File: config.mk
export PLATFORM = sky130hd
export DESIGN_NAME = kmx_mac_rxdma_flat
export DESIGN_NICKNAME = d
export VERILOG_FILES = /design/src/rtl/kmx_mac_pkg.sv /design/src/rtl/kmx_mac_rxdma_if.sv /design/src/rtl/kmx_mac_rxdma.sv /design/src/flat_wrapper.sv
export SDC_FILE = /design/constraint.sdc
export NUM_CORES = 1
export LEC_CHECK = 0
export BUFFER_PORTS_ARGS = -buffer_cell sky130_fd_sc_hd__buf_2
export CORE_ASPECT_RATIO = 0.7
export CORE_MARGIN = 5
export CORE_UTILIZATION = 49
export CTS_BUF_LIST = sky130_fd_sc_hd__clkbuf_8
export DETAILED_ROUTE_END_ITERATION = 8
export PLACE_DENSITY = 0.84
export SYNTH_ARGS = -nofsm -noshare
export SYNTH_HDL_FRONTEND = slang
export SYNTH_SLANG_ARGS = --single-unit
File: constraint.sdc
create_clock -name sysclk_i -period 2.5 [get_ports sysclk_i]
set_input_delay 0.5 -clock sysclk_i [delete_from_list [all_inputs] [get_ports sysclk_i]]
set_output_delay 0.5 -clock sysclk_i [all_outputs]
set_load 0.1 [all_outputs]
File: src/rtl/kmx_mac_pkg.sv
// rtl/kmx_mac_pkg.sv - shared KMX/EMAC constants and receive-DMA state encoding
package kmx_mac_pkg;

    localparam int PAW = 11;

    localparam logic [PAW-1:0] EMAC_BASE_ADDR    = 11'h080;
    localparam logic [PAW-1:0] EMAC_DMASTAT_ADDR = 11'h087;

    typedef enum logic [1:0] {
        IDLE = 2'd0,
        REQ  = 2'd1,
        XFER = 2'd2,
        DONE = 2'd3
    } rxdma_state_t;

endpackage

File: src/rtl/kmx_mac_rxdma_if.sv
// rtl/kmx_mac_rxdma_if.sv - KMX/DMA bus and MAC receive-buffer signals of the receive DMA
interface kmx_mac_rxdma_if
    import kmx_mac_pkg::*;
#(
    parameter int DATA_WIDTH = 32,
    parameter int LEN_WIDTH  = 11
);
    logic [PAW-1:0]        periph_adr_i;
    logic                  sedrd_i;
    logic [1:0]            grant_dma_i;
    logic                  dma_req_rd_i;
    logic [1:0]            req_dma_o;
    logic [1:0]            hold_dma_o;
    logic [DATA_WIDTH-1:0] rd_data_o;

    logic                  rx_frame_rdy_i;
    logic [LEN_WIDTH-1:0]  rx_len_i;
    logic [DATA_WIDTH-1:0] rx_word_i;
    logic                  rx_valid_i;
    logic                  rx_pop_o;

    // master: the KMX bus/DMA engine and MAC buffer; slave: the receive DMA block
    modport master (
        output periph_adr_i, sedrd_i, grant_dma_i, dma_req_rd_i,
        output rx_frame_rdy_i, rx_len_i, rx_word_i, rx_valid_i,
        input  req_dma_o, hold_dma_o, rd_data_o, rx_pop_o
    );

    modport slave (
        input  periph_adr_i, sedrd_i, grant_dma_i, dma_req_rd_i,
        input  rx_frame_rdy_i, rx_len_i, rx_word_i, rx_valid_i,
        output req_dma_o, hold_dma_o, rd_data_o, rx_pop_o
    );

endinterface

File: src/rtl/kmx_mac_rxdma.sv
// rtl/kmx_mac_rxdma.sv - moves one MAC receive frame to KMX via DMA, with clear-on-read status
module kmx_mac_rxdma
    import kmx_mac_pkg::*;
#(
    parameter int DATA_WIDTH = 32,
    parameter int LEN_WIDTH  = 11,
    parameter logic [PAW-1:0] EMAC_DMASTAT_ADDR = kmx_mac_pkg::EMAC_DMASTAT_ADDR
)(
    input  logic           sysclk_i,
    input  logic           reset_i,
    kmx_mac_rxdma_if.slave bus,
    output logic           frame_done_o,
    output logic           err_o
);

    rxdma_state_t          state_q, state_d;
    logic [LEN_WIDTH-1:0]  cnt_q;
    logic [DATA_WIDTH-1:0] rd_data_q;
    logic                  err_q;

    logic frame_accept, strobe, pop, underrun, stat_rd;
    logic req, hold;
    logic unused_grant_hi;

    assign unused_grant_hi = bus.grant_dma_i[1];

    assign frame_accept = (state_q == IDLE) && bus.rx_frame_rdy_i && (bus.rx_len_i != '0);
    assign strobe       = (state_q == XFER) && bus.dma_req_rd_i;
    assign pop          = strobe && bus.rx_valid_i && (cnt_q != '0);
    assign underrun     = strobe && !bus.rx_valid_i;
    // The DMA path owns rd_data during XFER, so status reads there are dropped.
    assign stat_rd      = !bus.sedrd_i && (bus.periph_adr_i == EMAC_DMASTAT_ADDR)
                          && (state_q != XFER);

    always_ff @(posedge sysclk_i or negedge reset_i) begin
        if (!reset_i) begin
            state_q <= IDLE;
        end else begin
            state_q <= state_d;
        end
    end

    always_comb begin
        state_d = state_q;
        case (state_q)
            IDLE: if (frame_accept) state_d = REQ;
            REQ:  if (bus.grant_dma_i[0]) state_d = XFER;
            XFER: begin
                if (underrun) begin
                    state_d = DONE;
                end else if (pop && (cnt_q == LEN_WIDTH'(1))) begin
                    state_d = DONE;
                end else if (cnt_q == '0) begin
                    state_d = DONE;
                end else if (!bus.grant_dma_i[0]) begin
                    state_d = REQ;
                end
            end
            DONE:    state_d = IDLE;
            default: state_d = IDLE;
        endcase
    end

    always_comb begin
        req          = 1'b0;
        hold         = 1'b0;
        frame_done_o = 1'b0;
        case (state_q)
            REQ:  req = 1'b1;
            XFER: begin
                req  = 1'b1;
                hold = 1'b1;
            end
            DONE:    frame_done_o = 1'b1;
            default: ;
        endcase
    end

    assign bus.req_dma_o  = {1'b0, req};
    assign bus.hold_dma_o = {1'b0, hold};
    assign bus.rx_pop_o   = pop;
    assign bus.rd_data_o  = rd_data_q;
    assign err_o          = err_q;

    always_ff @(posedge sysclk_i or negedge reset_i) begin
        if (!reset_i) begin
            cnt_q     <= '0;
            rd_data_q <= '0;
            err_q     <= 1'b0;
        end else begin
            if (frame_accept) begin
                cnt_q <= bus.rx_len_i;
            end else if (pop) begin
                cnt_q <= cnt_q - LEN_WIDTH'(1);
            end

            if (pop) begin
                rd_data_q <= bus.rx_word_i;
            end else if (stat_rd) begin
                rd_data_q <= DATA_WIDTH'({err_q, state_q, cnt_q});
            end

            // A new underrun wins over a clear from a coincident status read.
            if (underrun) begin
                err_q <= 1'b1;
            end else if (stat_rd) begin
                err_q <= 1'b0;
            end
        end
    end

endmodule

File: src/flat_wrapper.sv
// flat-port wrapper written by rule: the top's interface ports become plain ports
module kmx_mac_rxdma_flat import kmx_mac_pkg::*;
#(
    parameter int DATA_WIDTH = 32,
    parameter int LEN_WIDTH  = 11,
    parameter logic [PAW-1:0] EMAC_DMASTAT_ADDR = kmx_mac_pkg::EMAC_DMASTAT_ADDR
)
  (sysclk_i, reset_i, frame_done_o, err_o, bus_periph_adr_i, bus_sedrd_i, bus_grant_dma_i, bus_dma_req_rd_i, bus_rx_frame_rdy_i, bus_rx_len_i, bus_rx_word_i, bus_rx_valid_i, bus_req_dma_o, bus_hold_dma_o, bus_rd_data_o, bus_rx_pop_o);
  kmx_mac_rxdma_if #(.DATA_WIDTH(DATA_WIDTH), .LEN_WIDTH(LEN_WIDTH)) bus_i ();
  input  logic sysclk_i;
  input  logic reset_i;
  output logic frame_done_o;
  output logic err_o;
  input wire logic [$bits(bus_i.periph_adr_i)-1:0] bus_periph_adr_i;
  input wire logic [$bits(bus_i.sedrd_i)-1:0] bus_sedrd_i;
  input wire logic [$bits(bus_i.grant_dma_i)-1:0] bus_grant_dma_i;
  input wire logic [$bits(bus_i.dma_req_rd_i)-1:0] bus_dma_req_rd_i;
  input wire logic [$bits(bus_i.rx_frame_rdy_i)-1:0] bus_rx_frame_rdy_i;
  input wire logic [$bits(bus_i.rx_len_i)-1:0] bus_rx_len_i;
  input wire logic [$bits(bus_i.rx_word_i)-1:0] bus_rx_word_i;
  input wire logic [$bits(bus_i.rx_valid_i)-1:0] bus_rx_valid_i;
  output wire logic [$bits(bus_i.req_dma_o)-1:0] bus_req_dma_o;
  output wire logic [$bits(bus_i.hold_dma_o)-1:0] bus_hold_dma_o;
  output wire logic [$bits(bus_i.rd_data_o)-1:0] bus_rd_data_o;
  output wire logic [$bits(bus_i.rx_pop_o)-1:0] bus_rx_pop_o;
  assign bus_i.periph_adr_i = bus_periph_adr_i;
  assign bus_i.sedrd_i = bus_sedrd_i;
  assign bus_i.grant_dma_i = bus_grant_dma_i;
  assign bus_i.dma_req_rd_i = bus_dma_req_rd_i;
  assign bus_i.rx_frame_rdy_i = bus_rx_frame_rdy_i;
  assign bus_i.rx_len_i = bus_rx_len_i;
  assign bus_i.rx_word_i = bus_rx_word_i;
  assign bus_i.rx_valid_i = bus_rx_valid_i;
  assign bus_req_dma_o = bus_i.req_dma_o;
  assign bus_hold_dma_o = bus_i.hold_dma_o;
  assign bus_rd_data_o = bus_i.rd_data_o;
  assign bus_rx_pop_o = bus_i.rx_pop_o;
  kmx_mac_rxdma #(.DATA_WIDTH(DATA_WIDTH), .LEN_WIDTH(LEN_WIDTH), .EMAC_DMASTAT_ADDR(EMAC_DMASTAT_ADDR)) u_core (.sysclk_i(sysclk_i), .reset_i(reset_i), .bus(bus_i), .frame_done_o(frame_done_o), .err_o(err_o));
endmodule
After elaboration in Yosys (flattened, before gate mapping). Index checks and enable logic that the tools add are counted. W data, S select, Z words.

Register bits after elaboration: 46. Input bits: 62. Output and inout bits: 39. Logic and storage cells: 50.

$add $sub $neg: 1. Eq/ne operators: 9. Mux-type cells: 16. Reductions and logical operators: 20.

Operator list (number): $mux W32 (2); $mux W11 (2); $reduce_bool A11 Y1 (2); $mux W2 (6); $eq A11 B1 Y1 const B (1); $eq A11 B8 Y1 const B (1); $logic_not A11 Y1 (1); $sub A11 B1 Y11 const B (1); $logic_and A1 B1 Y1 (9); $pmux W2 S4 (1); $reduce_bool A2 Y1 (3); $mux W1 (5); $ne A5 B4 Y1 const B (1); $eq A2 B2 Y1 const B (2); $ne A2 B2 Y1 const B (2); $reduce_and A3 Y1 (1); $eq A2 B1 Y1 const B (1); $logic_not A1 Y1 (2); $logic_not A2 Y1 (1); $ne A2 B1 Y1 const B (1); $reduce_or A2 Y1 (1).

Longest topological paths before layout.
Depth in word-level cells: 8. Depth in mapped cells: 9. Depth with buffers taken out: 7.

Worst setup path before layout. OpenSTA, ideal clock, no wires.

Path type: register -> output. Start point: reg u_core.state_q[0]. End point: out bus_rx_pop_o. Arrival time: 1.764 ns. Required time: 2.000 ns. Slack: 0.236 ns. Cell stages (with the launch flop): 8. Path buffers: 3. Cells stage by stage: dfrtp_1 > inv_1 > ha_1 > buf_2 > nand3_1 > a31oi_4 > buf_6 > buf_2.

Longest elaborated chain between the ends: 4.

Ends and longest elaborated chain: start: declaration (RTL line kmx_mac_rxdma.sv:16) `rxdma_state_t state_q, state_d;`; start signal: assignment (RTL line kmx_mac_rxdma.sv:39) `state_q <= state_d;`; $eq A2 B2 Y1 (RTL line kmx_mac_rxdma.sv:28) `assign strobe = (state_q == XFER) && bus.dma_req_rd_i;`; $logic_and A1 B1 Y1 (RTL line kmx_mac_rxdma.sv:28); $logic_and A1 B1 Y1 (2 in a row) (RTL line kmx_mac_rxdma.sv:29) `assign pop = strobe && bus.rx_valid_i && (cnt_q != '0);`; end: declaration (RTL line flat_wrapper.sv:25) `output wire logic [$bits(bus_i.rx_pop_o)-1:0] bus_rx_pop_o;`.

No other way between the ends.

Worst setup path in the final report. Ends and elaborated chain as after synthesis.

==> results by group <==
Status
  • Outcome: completed

Logic synthesis
  • Sequential-to-total area share from yosys stat: 0.485
  • Most numerous cell in the Yosys netlist: nand2_1
  • Main combinational cell family by area after synthesis: simple AND/OR/NAND/NOR gates
  • Mapped Area: 2370 µm²
  • Adder-Cell Fraction of Synth Area: 0.0369
  • Top FF cell, synth: dfrtp_1
  • Post-Synth Simple-Gate Area: 0.198
  • Synth top area share: 0.485
  • Synth Instances: 246
  • Syn avg cell area: 9.64 µm²
  • Ranking of synthesized cells by area: dfrtp_1 (49%), nand2_1 (9.0%), o21ai_0 (4.6%)
  • Xor-xnor portion of the synthesized cell area: 0.0369
  • Post-synth top cells: nand2_1 (57), dfrtp_1 (46), o21ai_0 (22)
  • Yosys cell types: 42
  • Post-synth EDFFs: 0
  • Post-synthesis mux area share: 0.0137
  • Largest area contributor in the netlist: dfrtp_1
  • Synth warn: 0
  • #FFs+latches synth: 46
  • Asr flop ratio synth: 1.00
  • Synth Area in Compound Gates: 0.180

Timing
  • Min Clock Period, post-route: 2.32 ns
  • Final Max Tran Viols: 0
  • F_max: 431 MHz
  • Period utilization: 0.928
  • Slew @ Worst Pin: 1.02 ns
  • RSZ-0062 raised after global routing: false
  • Post-Route Setup TNS: 0 ns
  • Slew headroom: 0.322
  • Clock Skew: 0.00367 ns
  • Fin. Hold Viols: 0
  • # setup viols final: 0

Die
  • Initial core utilization: 0.501
  • Core Box Area: 4730 µm²
  • Vert. Die Dim: 68.2 µm
  • Rows: 21
  • Die span in x: 93.1 µm
  • I/O pins: 101
  • Die footprint: 6350 µm²

Clock network
  • H-tree level count: 2
  • Total CTS buffers: 5
  • Clock Sink Count: 46
  • Post-CTS setup repair buffer count: 0
  • CTS tree: yes
  • Worst-path clk slew: 0.08 ns
  • Hold_buf cts: 0
  • Clk root buf: clkbuf_8
  • Clock latency on the worst-skew pair: 0.29 ns
  • Cts repair resizes: 0
  • CTS max path bufs: 2

Global routing
  • Number of global-route vias before repair: 1,999
  • Maximum number of pins on one net before global-route repair: 47
  • GRT Util Overall: 0.191
  • Initial antenna violation count: 0
  • First-pass GRT wire length: 9470 µm
  • GRT overflow: 0

Worst setup path
  • Worst Path Max Fanout: 10
  • Worst-path cell chain: inv_1 -> ha_1 -> nand3_1 -> a31oi_4 -> buf_12
  • Reg2reg setup slack: 0.21 ns
  • CP bufs+invs: 2
  • Crit path max-delay cell type: dfrtp_1
  • Kind of critical path: reg2out
  • R2r worst-path depth: 6
  • Crit path launch type: register
  • Delay-heaviest family, CP: flip-flops
  • Required time of the critical path: 2.00 ns
  • Crit-path max cell delay: 0.43 ns
  • Reg2reg end: u_core.bus.rd_data_o[10]$_DFFE_PN0P_
  • CP Capture Type: output port
  • CP Data Arrival Time: 1.82 ns
  • Launch point of the worst reg-to-reg path: u_core.cnt_q[0]$_DFFE_PN0P_

Final layout
  • Area growth syn-to-layout: 27.1%
  • Fill count: 431
  • Layout cells sized above 1: 0.358
  • Post-layout util: 0.637
  • Multi-input logic area: 1110 µm²
  • Antenna fix cells: 0
  • Fin cells: 398
  • Final nets: 410
  • FF/Latch Area: 1150 µm²

Routing
  • Final Routed Wirelength: 6050 µm
  • Vias per cell: 5.31
  • DRC Markers: 0
  • Initial DRC Count: 106
  • Vias: 2,112
  • Pre-antenna DRT Iters: 4
  • Routed len/inst: 15.2 µm
  • Final ANT Viol Nets: 0

Placed design
  • Post-placement cell count: 391
  • Port Buf Inserts: 97
  • Hpwl dp: 4730 µm
  • Gpl congestion: 0.917

Run
  • Max cap viols: 0

Worst hold path
  • Min-Delay Path Class: in2async
[flip-flops by register name (all words and copies together), names as in the netlist]
register / cells
u_core.state_q: 2
u_core.bus.rd_data_o: 32
u_core.err_o: 1
u_core.cnt_q: 11
[how the worst max path moves through the flow]
| stage | startpoint | endpoint | slack [ns] | depth (start not counted) |
|---|---|---|---|---|
| 2_1_floorplan | u_core.state_q[0]$_DFFE_PN0P_ | bus_rx_pop_o | 0.24 | 7 |
| 5_1_grt | u_core.cnt_q[0]$_DFFE_PN0P_ | u_core.bus.rd_data_o[8]$_DFFE_PN0P_ | 0.05 | 6 |
| 3_3_place_gp | u_core.cnt_q[0]$_DFFE_PN0P_ | u_core.bus.rd_data_o[1]$_DFFE_PN0P_ | 0.30 | 6 |
| 4_1_cts | u_core.state_q[0]$_DFFE_PN0P_ | bus_rx_pop_o | 0.17 | 5 |
| 3_5_place_dp | u_core.cnt_q[0]$_DFFE_PN0P_ | u_core.bus.rd_data_o[5]$_DFFE_PN0P_ | 0.26 | 6 |
| 6_report | u_core.state_q[0]$_DFFE_PN0P_ | bus_rx_pop_o | 0.18 | 5 |
[kinds of logic (layout without fill, tap and decap cells)]
family,count (synthesis),after routing
simple gates,94,94
compound gates,64,64
flops,46,46
buf+inv,21,115
xor+xnor,10,10
fa+ha+maj,7,7
mux,3,3
other cells,1,2
[layout make-up]
class / instances / share of cell area
clock buffer: 6 / 0.0274
tap: 57 / 0.0237
multi-input combinational: 180 / 0.369
sequential: 46 / 0.382
timing repair buffer: 104 / 0.183
clock inverter: 1 / 0.00996
inverter: 4 / 0.00498
[stage by stage]
step / hold slack [ns] / setup WS [ns] / cell area (µm²)
finish: 0.385 / 0.179 / 3010
floorplan: 0.204 / 0.236 / 2370
global placement: 0.454 / 0.296 / 2900
CTS: 0.406 / 0.175 / 3010
global route: 0.407 / 0.0516 / 3010
detailed placement: 0.468 / 0.255 / 2900
[routing by layer]
layer,wire length [µm],vias up,global-route usage
met3,435,8,0.0473
met5,0,-,0
met2,2750,79,0.321
met1,2810,995,0.252
li1,-,1030,-
met4,58,0,0.0494
[layout by cell type, fill, tap and decap left out, types with 2 or more instances in the layout]
cell type,count
buf_2,96
nand2_1,57
dfrtp_1,46
o21ai_0,22
a21o_1,14
o21ai_1,9
a22o_1,9
nor3_1,7
ha_1,7
buf_4,7
nor2_1,6
xor2_1,6
clkbuf_8,6
inv_1,4
nand3_1,4
xnor2_1,4
or4_1,3
a21oi_1,3
nor4_2,2
nor4_1,2
nor2b_1,2
or3_1,2
mux2_2,2
conb_1,2
Power is not shown: default switching activity piles up to over one toggle a cycle in this logic, so the estimate is an artifact.
